**config.mk**
```make
export PLATFORM = sky130hd
export DESIGN_NAME = frb_playback_seq
export DESIGN_NICKNAME = d
export VERILOG_FILES = /design/src/rtl/frb_playback_seq.sv
export SDC_FILE = /design/constraint.sdc
export NUM_CORES = 1
export LEC_CHECK = 0
export BUFFER_PORTS_ARGS = -buffer_cell sky130_fd_sc_hd__buf_4
export CAP_MARGIN = 20
export CORE_ASPECT_RATIO = 1.5
export CORE_MARGIN = 8
export CORE_UTILIZATION = 55
export DETAILED_ROUTE_END_ITERATION = 6
export PLACE_DENSITY = 0.86
export SLEW_MARGIN = 25
export SYNTH_ARGS = -nofsm -noshare
export SYNTH_HDL_FRONTEND = slang
export SYNTH_SLANG_ARGS = --single-unit
```
**constraint.sdc**
```tcl
create_clock -name clk -period 11.2 [get_ports clk]
set_input_delay 1.68 -clock clk [delete_from_list [all_inputs] [get_ports clk]]
set_output_delay 1.68 -clock clk [all_outputs]
set_load 0.01 [all_outputs]
```
**src/rtl/frb_playback_seq.sv**
```systemverilog
// BRAM-to-DAC playback sequencer: steps a programmed frame, repeats with idle gaps,
// and emits default_val when not playing. Optional external trigger via PLAYBACK_EXT_TRIG_EN.
module frb_playback_seq #(
  parameter int unsigned ADDR_WIDTH = 11,
  parameter int unsigned DATA_WIDTH = 32,
  parameter int unsigned REP_WIDTH  = 16,
  parameter int unsigned GAP_WIDTH  = 32
) (
  input  logic                  clk,
  input  logic                  rst_n,
  input  logic                  start,
  input  logic                  abort,
  input  logic [ADDR_WIDTH:0]   frame_len,
  input  logic [REP_WIDTH-1:0]  n_repeats,
  input  logic [GAP_WIDTH-1:0]  gap_cycles,
  input  logic [DATA_WIDTH-1:0] default_val,
`ifdef PLAYBACK_EXT_TRIG_EN
  input  logic                  trig,
`endif
  output logic [ADDR_WIDTH-1:0] bram_addr,
  output logic                  bram_en,
  input  logic [DATA_WIDTH-1:0] bram_dout,
  output logic [DATA_WIDTH-1:0] dac_val,
  output logic                  busy,
  output logic                  finish,
  output logic [REP_WIDTH-1:0]  rep_cnt
);

  typedef enum logic [2:0] {
    S_IDLE,
    S_PLAY,
    S_GAP,
    S_DRAIN,
    S_DONE
`ifdef PLAYBACK_EXT_TRIG_EN
    , S_ARM
`endif
  } state_t;

  // Every entry into PLAY is routed through ARM when the trigger is enabled.
`ifdef PLAYBACK_EXT_TRIG_EN
  localparam state_t PLAY_ENTRY = S_ARM;
`else
  localparam state_t PLAY_ENTRY = S_PLAY;
`endif

  state_t                state, state_d;
  logic [ADDR_WIDTH-1:0] addr_d;
  logic [REP_WIDTH-1:0]  rep_d;
  logic [GAP_WIDTH-1:0]  gap_cnt, gap_d;
  logic                  drain_cnt, drain_d;
  logic                  load_cfg;
  logic [ADDR_WIDTH:0]   flen_q;
  logic [REP_WIDTH-1:0]  nrep_q;
  logic [GAP_WIDTH-1:0]  gap_q;
  logic                  rd_v1;

`ifdef PLAYBACK_EXT_TRIG_EN
  logic trig_s1, trig_s2, trig_s3;
  logic trig_rise;

  always_ff @(posedge clk or negedge rst_n) begin
    if (!rst_n) begin
      trig_s1 <= 1'b0;
      trig_s2 <= 1'b0;
      trig_s3 <= 1'b0;
    end else begin
      trig_s1 <= trig;
      trig_s2 <= trig_s1;
      trig_s3 <= trig_s2;
    end
  end

  assign trig_rise = trig_s2 & ~trig_s3;
`endif

  always_ff @(posedge clk or negedge rst_n) begin
    if (!rst_n) begin
      state     <= S_IDLE;
      bram_addr <= '0;
      rep_cnt   <= '0;
      gap_cnt   <= '0;
      drain_cnt <= 1'b0;
      flen_q    <= '0;
      nrep_q    <= '0;
      gap_q     <= '0;
    end else begin
      state     <= state_d;
      bram_addr <= addr_d;
      rep_cnt   <= rep_d;
      gap_cnt   <= gap_d;
      drain_cnt <= drain_d;
      if (load_cfg) begin
        flen_q <= frame_len;
        nrep_q <= n_repeats;
        gap_q  <= gap_cycles;
      end
    end
  end

  always_comb begin
    state_d  = state;
    addr_d   = bram_addr;
    rep_d    = rep_cnt;
    gap_d    = gap_cnt;
    drain_d  = drain_cnt;
    load_cfg = 1'b0;
    unique case (state)
      S_IDLE: begin
        if (start && !abort) begin
          load_cfg = 1'b1;
          rep_d    = '0;
          addr_d   = '0;
          state_d  = (frame_len == '0) ? S_DONE : PLAY_ENTRY;
        end
      end
      S_PLAY: begin
        if ({1'b0, bram_addr} == flen_q - 1'b1) begin
          addr_d = '0;
          if (rep_cnt != '1) rep_d = rep_cnt + 1'b1;
          if (nrep_q != '0 && rep_cnt == nrep_q - 1'b1) begin
            state_d = S_DRAIN;
            drain_d = 1'b0;
          end else if (gap_q == '0) begin
            state_d = PLAY_ENTRY;
          end else begin
            state_d = S_GAP;
            gap_d   = gap_q - 1'b1;
          end
        end else begin
          addr_d = bram_addr + 1'b1;
        end
      end
      S_GAP: begin
        if (gap_cnt == '0) begin
          state_d = PLAY_ENTRY;
          addr_d  = '0;
        end else begin
          gap_d = gap_cnt - 1'b1;
        end
      end
      S_DRAIN: begin
        if (drain_cnt) state_d = S_DONE;
        else           drain_d = 1'b1;
      end
      S_DONE: state_d = S_IDLE;
`ifdef PLAYBACK_EXT_TRIG_EN
      S_ARM: begin
        if (trig_rise) begin
          state_d = S_PLAY;
          addr_d  = '0;
        end
      end
`endif
      default: state_d = S_IDLE;
    endcase
    // DONE already leads to IDLE, so a late abort must not re-pulse finish.
    if (abort && state != S_IDLE && state != S_DONE) state_d = S_DONE;
  end

  always_comb begin
    bram_en = (state == S_PLAY);
    busy    = (state != S_IDLE);
    finish  = (state == S_DONE);
  end

  always_ff @(posedge clk or negedge rst_n) begin
    if (!rst_n) begin
      rd_v1   <= 1'b0;
      dac_val <= '0;
    end else begin
      rd_v1   <= bram_en;
      dac_val <= rd_v1 ? bram_dout : default_val;
    end
  end

endmodule

```
==> results of run 1 <==
==> report_power, final <==
part           total (mW)  switching, mW  internal (mW)
clock               0.571          0.274          0.297
sequential           1.07          0.318          0.750
combinational        1.20          0.677          0.518
total                2.84           1.27           1.57
==> placed cells by master, fill, tap and decap left out, drive strengths merged, types with 5 or more instances in the layout <==
cell,netlist,layout
a211o,6,6
a211oi,6,6
a21oi,40,40
a31o,6,6
a31oi,17,17
and2,13,13
and3,10,10
and4,5,5
buf,25,198
clkbuf,44,17
dfrtp,156,156
ha,6,6
inv,23,33
mux2,36,36
mux2i,15,15
nand2,217,217
nand2b,12,12
nand3,39,39
nand3b,14,14
nand4,16,16
nand4b,8,8
nor2,81,81
nor2b,6,6
nor3,55,55
nor3b,11,11
nor4,32,32
nor4b,6,6
o211ai,9,9
o21a,9,9
o21ai,56,56
o221ai,5,5
o31ai,12,12
or2,6,6
or3,21,21
or4,9,9
or4b,8,8
xnor2,23,23
xor2,14,14
==> metrics by stage <==
| stage | setup slack (ns) | instance area (um^2) | util [%] | instances | power [mW] |
|---|---|---|---|---|---|
| after floorplan | 7.61 | 9750 | - | 1138 | 1.84 |
| after global placement | 7.39 | 11200 | 64.7 | 1480 | 2.20 |
| after detailed placement | 7.41 | 11200 | 64.8 | 1480 | 2.24 |
| after CTS | 7.22 | 11800 | 68.1 | 1512 | 2.82 |
| after global routing | 7.02 | 11800 | 68.1 | 1512 | 3.01 |
| final | 7.17 | 11800 | 68.1 | 1512 | 2.84 |
==> flip-flops by register name, summed over array words and instances, names as in the netlist <==
register and count:
state 3, bram_addr 11, gap_q 32, rep_cnt 16, dac_val 32, flen_q 12, drain_cnt 1, gap_cnt 32
rd_v1 1, nrep_q 16
==> final timing paths <==
path,startpoint,end,slack (ns),depth (start not counted)
min reg2reg,gap_q[0],gap_q[0],0.52,2
min,gap_q[0],gap_q[0],0.52,2
max,state[0],bram_en,7.17,4
min in group asynchronous,rst_n,dac_val[7],1.27,1
max reg2reg,nrep_q[0],gap_cnt[0],7.25,9
max in group asynchronous,rst_n,gap_cnt[22],8.54,2
==> final cells by class <==
type / count / share of cell area (%)
clock buffers: 17 / 3.60
flip-flops and latches: 156 / 33.1
multi-input cells: 890 / 46.5
well taps: 213 / 2.26
repair buffers: 198 / 12.6
clock inverters: 15 / 1.27
inverters: 23 / 0.731
==> kinds of logic after synthesis <==
group	count (synthesis)	share of synthesized area [%]
compound gates	219	15.6
flops	156	40.0
buf+inv	92	4.06
fa+ha+maj	6	0.770
simple gates	577	30.5
mux	51	5.70
xor+xnor	37	3.32
==> critical path: stages, from the launching register on <==
cell,delay [ns]
dfrtp_1,0.68
nor2b_1,0.28
nand2b_1,0.25
inv_1,0.48
buf_4,0.22
==> metal layers <==
metal	vias to the layer above	wire length [um]	GRT usage, %
li1	4417	-	-
met4	0	1110	13.8
met2	470	15700	49.5
met1	4555	10900	27.3
met3	95	2230	6.60
met5	-	0	0
==> key figures, run 1 <==
Run status
  • Status: completed

Clock tree
  • Post-CTS Setup Repair Bufs: 0
  • Clock sink total: 156
  • CTS resizes: 0
  • TritonCTS buffer count: 17
  • Clock root buffer: clkbuf_16
  • H-tree Lvls: 4
  • Clock latency on the worst-skew pair: 0.44 ns
  • # hold bufs at CTS: 0
  • CTS tree: done
  • CTS clock-pin slew for the worst setup and hold paths: 0.07 ns
  • Max Buffers Root-to-Sink: 2

STA
  • Setup TNS: 0 ns
  • Tcrit/Tclk final: 36.0%
  • Final setup violation count: 0
  • Rel. slew slack: 37.8%
  • Hold Vio Cnt, Final: 0
  • Hold Worst Slack: 0.518 ns
  • Post-Route Skew: 0.0109 ns
  • Slew @ Worst Pin: 0.931 ns
  • Fin. max-slew vios: 0
  • Final min period: 4.03 ns
  • F_max: 248 MHz
  • RSZ-0062 raised after global routing: false

Cells and area
  • Storage cell area: 3910 um^2
  • Synth-to-layout area growth: 21.1%
  • Footprint of the multi-input gates: 5490 um^2
  • Share of cells above drive strength 1: 23.6%
  • NumNets Final: 1420
  • Filler cells: 1304
  • N_diodes: 0

Synthesis
  • Most frequent cell after synthesis: nand2_1
  • YS warnings: 0
  • Synth top cells by count: nand2_1 (217), dfrtp_1 (156), nor2_1 (81)
  • Syn Nets: 1272
  • Post-synth top area share: 40.0%
  • Top post-synthesis cells by area: dfrtp_1 (40%), nand2_1 (8.4%), mux2_2 (4.2%)
  • Yosys cell types: 91
  • Sequential share of the synthesized area: 40.0%
  • Share of synthesized registers carrying an async set or reset: 100%
  • Post-synth EDFFs: 0
  • Cell taking the most area after synthesis: dfrtp_1
  • Post-synthesis cell area: 9750 um^2
  • Avg Cell Area, Syn: 8.57 um^2
  • Mapped Cells: 1138
  • Main synth FF type: dfrtp_1
  • Register bit total from synthesis: 156

Worst setup path
  • Critical path fanouts, max: 15
  • Crit Path Class: flip-flop to output port
  • Startpoint types: flip-flop
  • CP Data Arrival Time: 2.35 ns
  • Crit. End Element: output port
  • WP data required: 9.52 ns

Global route
  • Vias in the first global route: 9787
  • Largest net degree at the start of global routing: 91
  • Total track usage: 26.7%
  • Initial antenna violation count: 0
  • GRT overflow: 0
  • First-pass GRT wire length: 48.7 mm

Placement
  • I/O Buffers: 189
  • HPWL Detailed: 21.3 mm
  • Placer Congestion: 0.897

Floorplan
  • Core Rows: 59
  • Starting Density: 56.2%
  • Die W: 125 um
  • Die Y: 179 um
  • Ports: 190
  • Core footprint: 17300 um^2
  • DIE AREA: 22300 um^2

Power and ir drop
  • Power Density: 240 nW/um^2
  • Maximum vdd drop: 0.000132 V
  • Leak: 5.28 nW

Route
  • Drt via density: 6.31
  • Routed Antenna Nets: 0
  • Pre-Repair DR Iteration Count: 5
  • 1st-iter DRT viols: 908
  • Total length of routed wires: 30.0 mm
  • DRC errors left: 0
  • DR vias: 9537
  • Wire per inst: 19.8 um

Flow run
  • Max-Cap Viols: 0

Worst hold path
  • Worst hold path class: flip-flop to flip-flop
Power figures use the tool's default switching activity.
==> inputs of run 2 (changes only) <==
--- a/config.mk
+++ b/config.mk
@@ -5,6 +5,7 @@
 export SDC_FILE = /design/constraint.sdc
 export NUM_CORES = 1
 export LEC_CHECK = 0
+export ABC_AREA = 1
 export BUFFER_PORTS_ARGS = -buffer_cell sky130_fd_sc_hd__buf_4
 export CAP_MARGIN = 20
 export CORE_ASPECT_RATIO = 1.5
==> constraint.sdc (replaced) <==
create_clock -name clk -period 3.86 [get_ports clk]
set_input_delay 0.579 -clock clk [delete_from_list [all_inputs] [get_ports clk]]
set_output_delay 0.579 -clock clk [all_outputs]
set_load 0.01 [all_outputs]
==> key figures, run 2 <==
Floorplan
  • Starting Density: 55.6% (was 56.2%)
  • Core Rows: 58 (was 59)
  • Die W: 122 um (was 125 um)
  • Ports: 190 (unchanged)
  • DIE AREA: 21200 um^2 (was 22300 um^2)
  • Core footprint: 16500 um^2 (was 17300 um^2)
  • Die Y: 174 um (was 179 um)

STA
  • Final setup violation count: 0 (unchanged)
  • Fin. max-slew vios: 0 (unchanged)
  • Post-Route Skew: 0.00890 ns (was 0.0109 ns)
  • RSZ-0062 raised after global routing: false (unchanged)
  • F_max: 346 MHz
  • Slew @ Worst Pin: 0.914 ns (was 0.931 ns)
  • Tcrit/Tclk final: 74.9%
  • Hold Vio Cnt, Final: 0 (unchanged)
  • Rel. slew slack: 39.1% (was 37.8%)
  • Final min period: 2.89 ns
  • Setup TNS: 0 ns (unchanged)

Route
  • 1st-iter DRT viols: 689 (was 908)
  • DR vias: 8731 (was 9537)
  • Drt via density: 5.38 (was 6.31)
  • DRC errors left: 0 (unchanged)
  • Total length of routed wires: 27.1 mm (was 30.0 mm)
  • Routed Antenna Nets: 0 (unchanged)
  • Pre-Repair DR Iteration Count: 7 (was 5)
  • Wire per inst: 16.7 um (was 19.8 um)

Global route
  • Gr busiest metal: met2 (unchanged)
  • Initial antenna violation count: 0 (unchanged)
  • Met1 global-route usage: 27.6% (was 27.3%)
  • Met3 Use GR: 4.35% (was 6.60%)
  • Vias in the first global route: 8758 (was 9787)
  • Largest net degree at the start of global routing: 97 (was 91)
  • First-pass GRT wire length: 43.5 mm (was 48.7 mm)
  • Total track usage: 25.9% (was 26.7%)
  • Met2 usage: 47.7% (was 49.5%)
  • GRT overflow: 0 (unchanged)

Cells and area
  • N_diodes: 0 (unchanged)
  • Share of cells above drive strength 1: 21.6% (was 23.6%)
  • Largest regs: dac_val (32), gap_cnt (32), gap_q (32) (unchanged)
  • Filler cells: 1394 (was 1304)
  • NumNets Final: 1535 (was 1420)
  • Design Area, Final: 11300 um^2 (was 11800 um^2)
  • Commonest non-fill, non-tap cells in the layout: nand2_1 (354), buf_4 (197), nor2_1 (178) (was nand2_1 (217), buf_4 (197), dfrtp_1 (155))
  • Commonest non-fill, non-tap cell in the layout: nand2_1 (unchanged)
  • Synth-to-layout area growth: 23.1% (was 21.1%)

Clock tree
  • Clock root buffer: clkbuf_16 (unchanged)
  • Clock latency on the worst-skew pair: 0.44 ns (about the same)
  • Post-CTS Setup Repair Bufs: 0 (unchanged)
  • CTS resizes: 0 (unchanged)
  • H-tree Lvls: 4 (unchanged)
  • Clock sink total: 156 (unchanged)
  • CTS clock-pin slew for the worst setup and hold paths: 0.07 ns (about the same)
  • TritonCTS buffer count: 17 (unchanged)
  • CTS tree: done (unchanged)
  • # hold bufs at CTS: 0 (unchanged)
  • Max Buffers Root-to-Sink: 2 (unchanged)

Synthesis
  • Top post-synthesis cells by area: dfrtp_1 (42%), nand2_1 (14%), nor2_1 (7.3%) (was dfrtp_1 (40%), nand2_1 (8.4%), mux2_2 (4.2%))
  • Post-synthesis cell area: 9190 um^2 (was 9750 um^2)
  • Synth top cells by count: nand2_1 (354), nor2_1 (178), dfrtp_1 (156) (was nand2_1 (217), dfrtp_1 (156), nor2_1 (81))
  • Avg Cell Area, Syn: 7.50 um^2 (was 8.57 um^2)
  • Largest family of logic cells by synthesized area: simple AND/OR/NAND/NOR gates (unchanged)
  • Compound-Gate Fraction of Synth Area: 6.64% (was 15.6%)
  • Post-Synth Simple-Gate Area: 32.3% (was 30.5%)
  • Post-synthesis mux area share: 3.92% (was 5.70%)
  • Share of synthesized registers carrying an async set or reset: 100% (unchanged)
  • Synth Area in XOR/XNOR: 6.63% (was 3.32%)
  • Sequential share of the synthesized area: 42.5% (was 40.0%)
  • Post-synth EDFFs: 0 (unchanged)
  • Main synth FF type: dfrtp_1 (unchanged)
  • YS warnings: 0 (unchanged)
  • Most frequent cell after synthesis: nand2_1 (unchanged)
  • Cell taking the most area after synthesis: dfrtp_1 (unchanged)
  • Register bit total from synthesis: 156 (unchanged)
  • Post-synth top area share: 42.5% (was 40.0%)
  • Synth Area in Adders: 0.817% (was 0.770%)
  • Mapped Cells: 1225 (was 1138)
  • Yosys cell types: 40 (was 91)
  • Syn Nets: 1359 (was 1272)

Worst setup path
  • CP Data Arrival Time: 3.25 ns (was 2.35 ns)
  • Critical path fanouts, max: 51 (was 15)
  • Crit Path Class: flip-flop to flip-flop (was flip-flop to output port)
  • Crit path cell chain: ha_1, nand3_1, nor2_1, nand4_1, nor4_2, nor3_2, buf_4, nand2_4, buf_4, nor2_1, a21oi_1 (was nor2b_1, nand2b_1, inv_1, buf_4)
  • R2R cell count: 11 (was 9)
  • WP data required: 4.22 ns (was 9.52 ns)
  • Crit-path slowest cell: dfrtp_1 (unchanged)
  • Startpoint types: flip-flop (unchanged)
  • Crit. End Element: flip-flop (was output port)
  • Slowest stage delay, CP: 0.46 ns (was 0.68 ns)

Power and ir drop
  • Power Density: 683 nW/um^2 (was 240 nW/um^2)
  • Maximum vdd drop: 0.000391 V (was 0.000132 V)
  • Leak: 5.56 nW (was 5.28 nW)

Placement
  • Placed Area: 10700 um^2 (was 11200 um^2)
  • I/O Buffers: 189 (unchanged)
  • Placer Congestion: 0.964 (was 0.897)
  • HPWL Detailed: 20.7 mm (was 21.3 mm)

Run status
  • Status: completed (unchanged)

Worst hold path
  • Worst hold path class: input port to asynchronous set/reset pin (was flip-flop to flip-flop)

Flow run
  • Max-Cap Viols: 0 (unchanged)
==> run 2: changes by cell type after synthesis, sizes merged, moves of 35 or more <==
cell	delta
nand2	+144
nor2	+112
inv	+83
nand3	+48
nor3	-43
clkbuf	-37
xor2	+35
==> run 2: kinds of logic (layout without fill, tap and decap cells) <==
group	after synthesis	count (layout)
AO/OA/AOI/OAI	115	115
XOR/XNOR	68	68
adder cells (fa/ha/maj)	6	6
buffers and inverters	148	337
flip-flops	156	156
multiplexers	32	32
AND/OR/NAND/NOR	700	700
==> run 2: path summary, 6_finish.rpt <==
check                            from           to  slack, ns
max                        rep_cnt[0]     gap_q[1]       0.97
min                             rst_n  dac_val[29]       0.25
max reg2reg                rep_cnt[0]     gap_q[1]       0.97
min reg2reg                 drain_cnt    drain_cnt       0.47
max in group asynchronous       rst_n   gap_cnt[1]       2.77
min in group clk                abort     state[1]       0.34
==> run 2: critical path, delay by kind of cell (launching register included) <==
family | cells | cell delay, ns
AND/OR/NAND/NOR | 7 | 1.20
buffers and inverters | 2 | 0.67
flip-flops | 1 | 0.46
adder cells (fa/ha/maj) | 1 | 0.30
AO/OA/AOI/OAI | 1 | 0.16
==> run 2: area by class of cell <==
type,count,area [um^2],area share (%)
Timing Repair Buffer,199,1510,13.3
Clock inverter,14,174,1.54
Tap cell,210,263,2.32
Inverter,106,398,3.52
Sequential cell,156,3910,34.5
Multi-Input combinational cell,921,4630,40.9
Clock buffer,18,439,3.88
==> run 2: metrics by stage <==
stage	hold slack, ns	setup WS, ns	util [%]	total power, mW	instances
5_1_grt	0.322	0.702	68.4	8.28	1624
4_1_cts	0.286	0.971	68.4	7.72	1624
3_3_place_gp	0.456	1.05	64.7	5.85	1592
6_report	0.253	0.970	68.4	7.73	1624
3_5_place_dp	0.459	1.01	64.7	5.94	1592
2_1_floorplan	0.283	1.75	-	5.00	1225
==> run 2: report_power, final <==
part | internal, mW | switching (mW)
logic | 1.21 | 2.00
clock network | 0.996 | 0.762
registers | 2.24 | 0.515
==> run 2: routing by layer <==
layer / share of wire (%) / vias up
met1: 37 / 4110
li1: - / 4271
met5: 0 / -
met3: 4.4 / 76
met2: 55 / 274
met4: 4.0 / 0
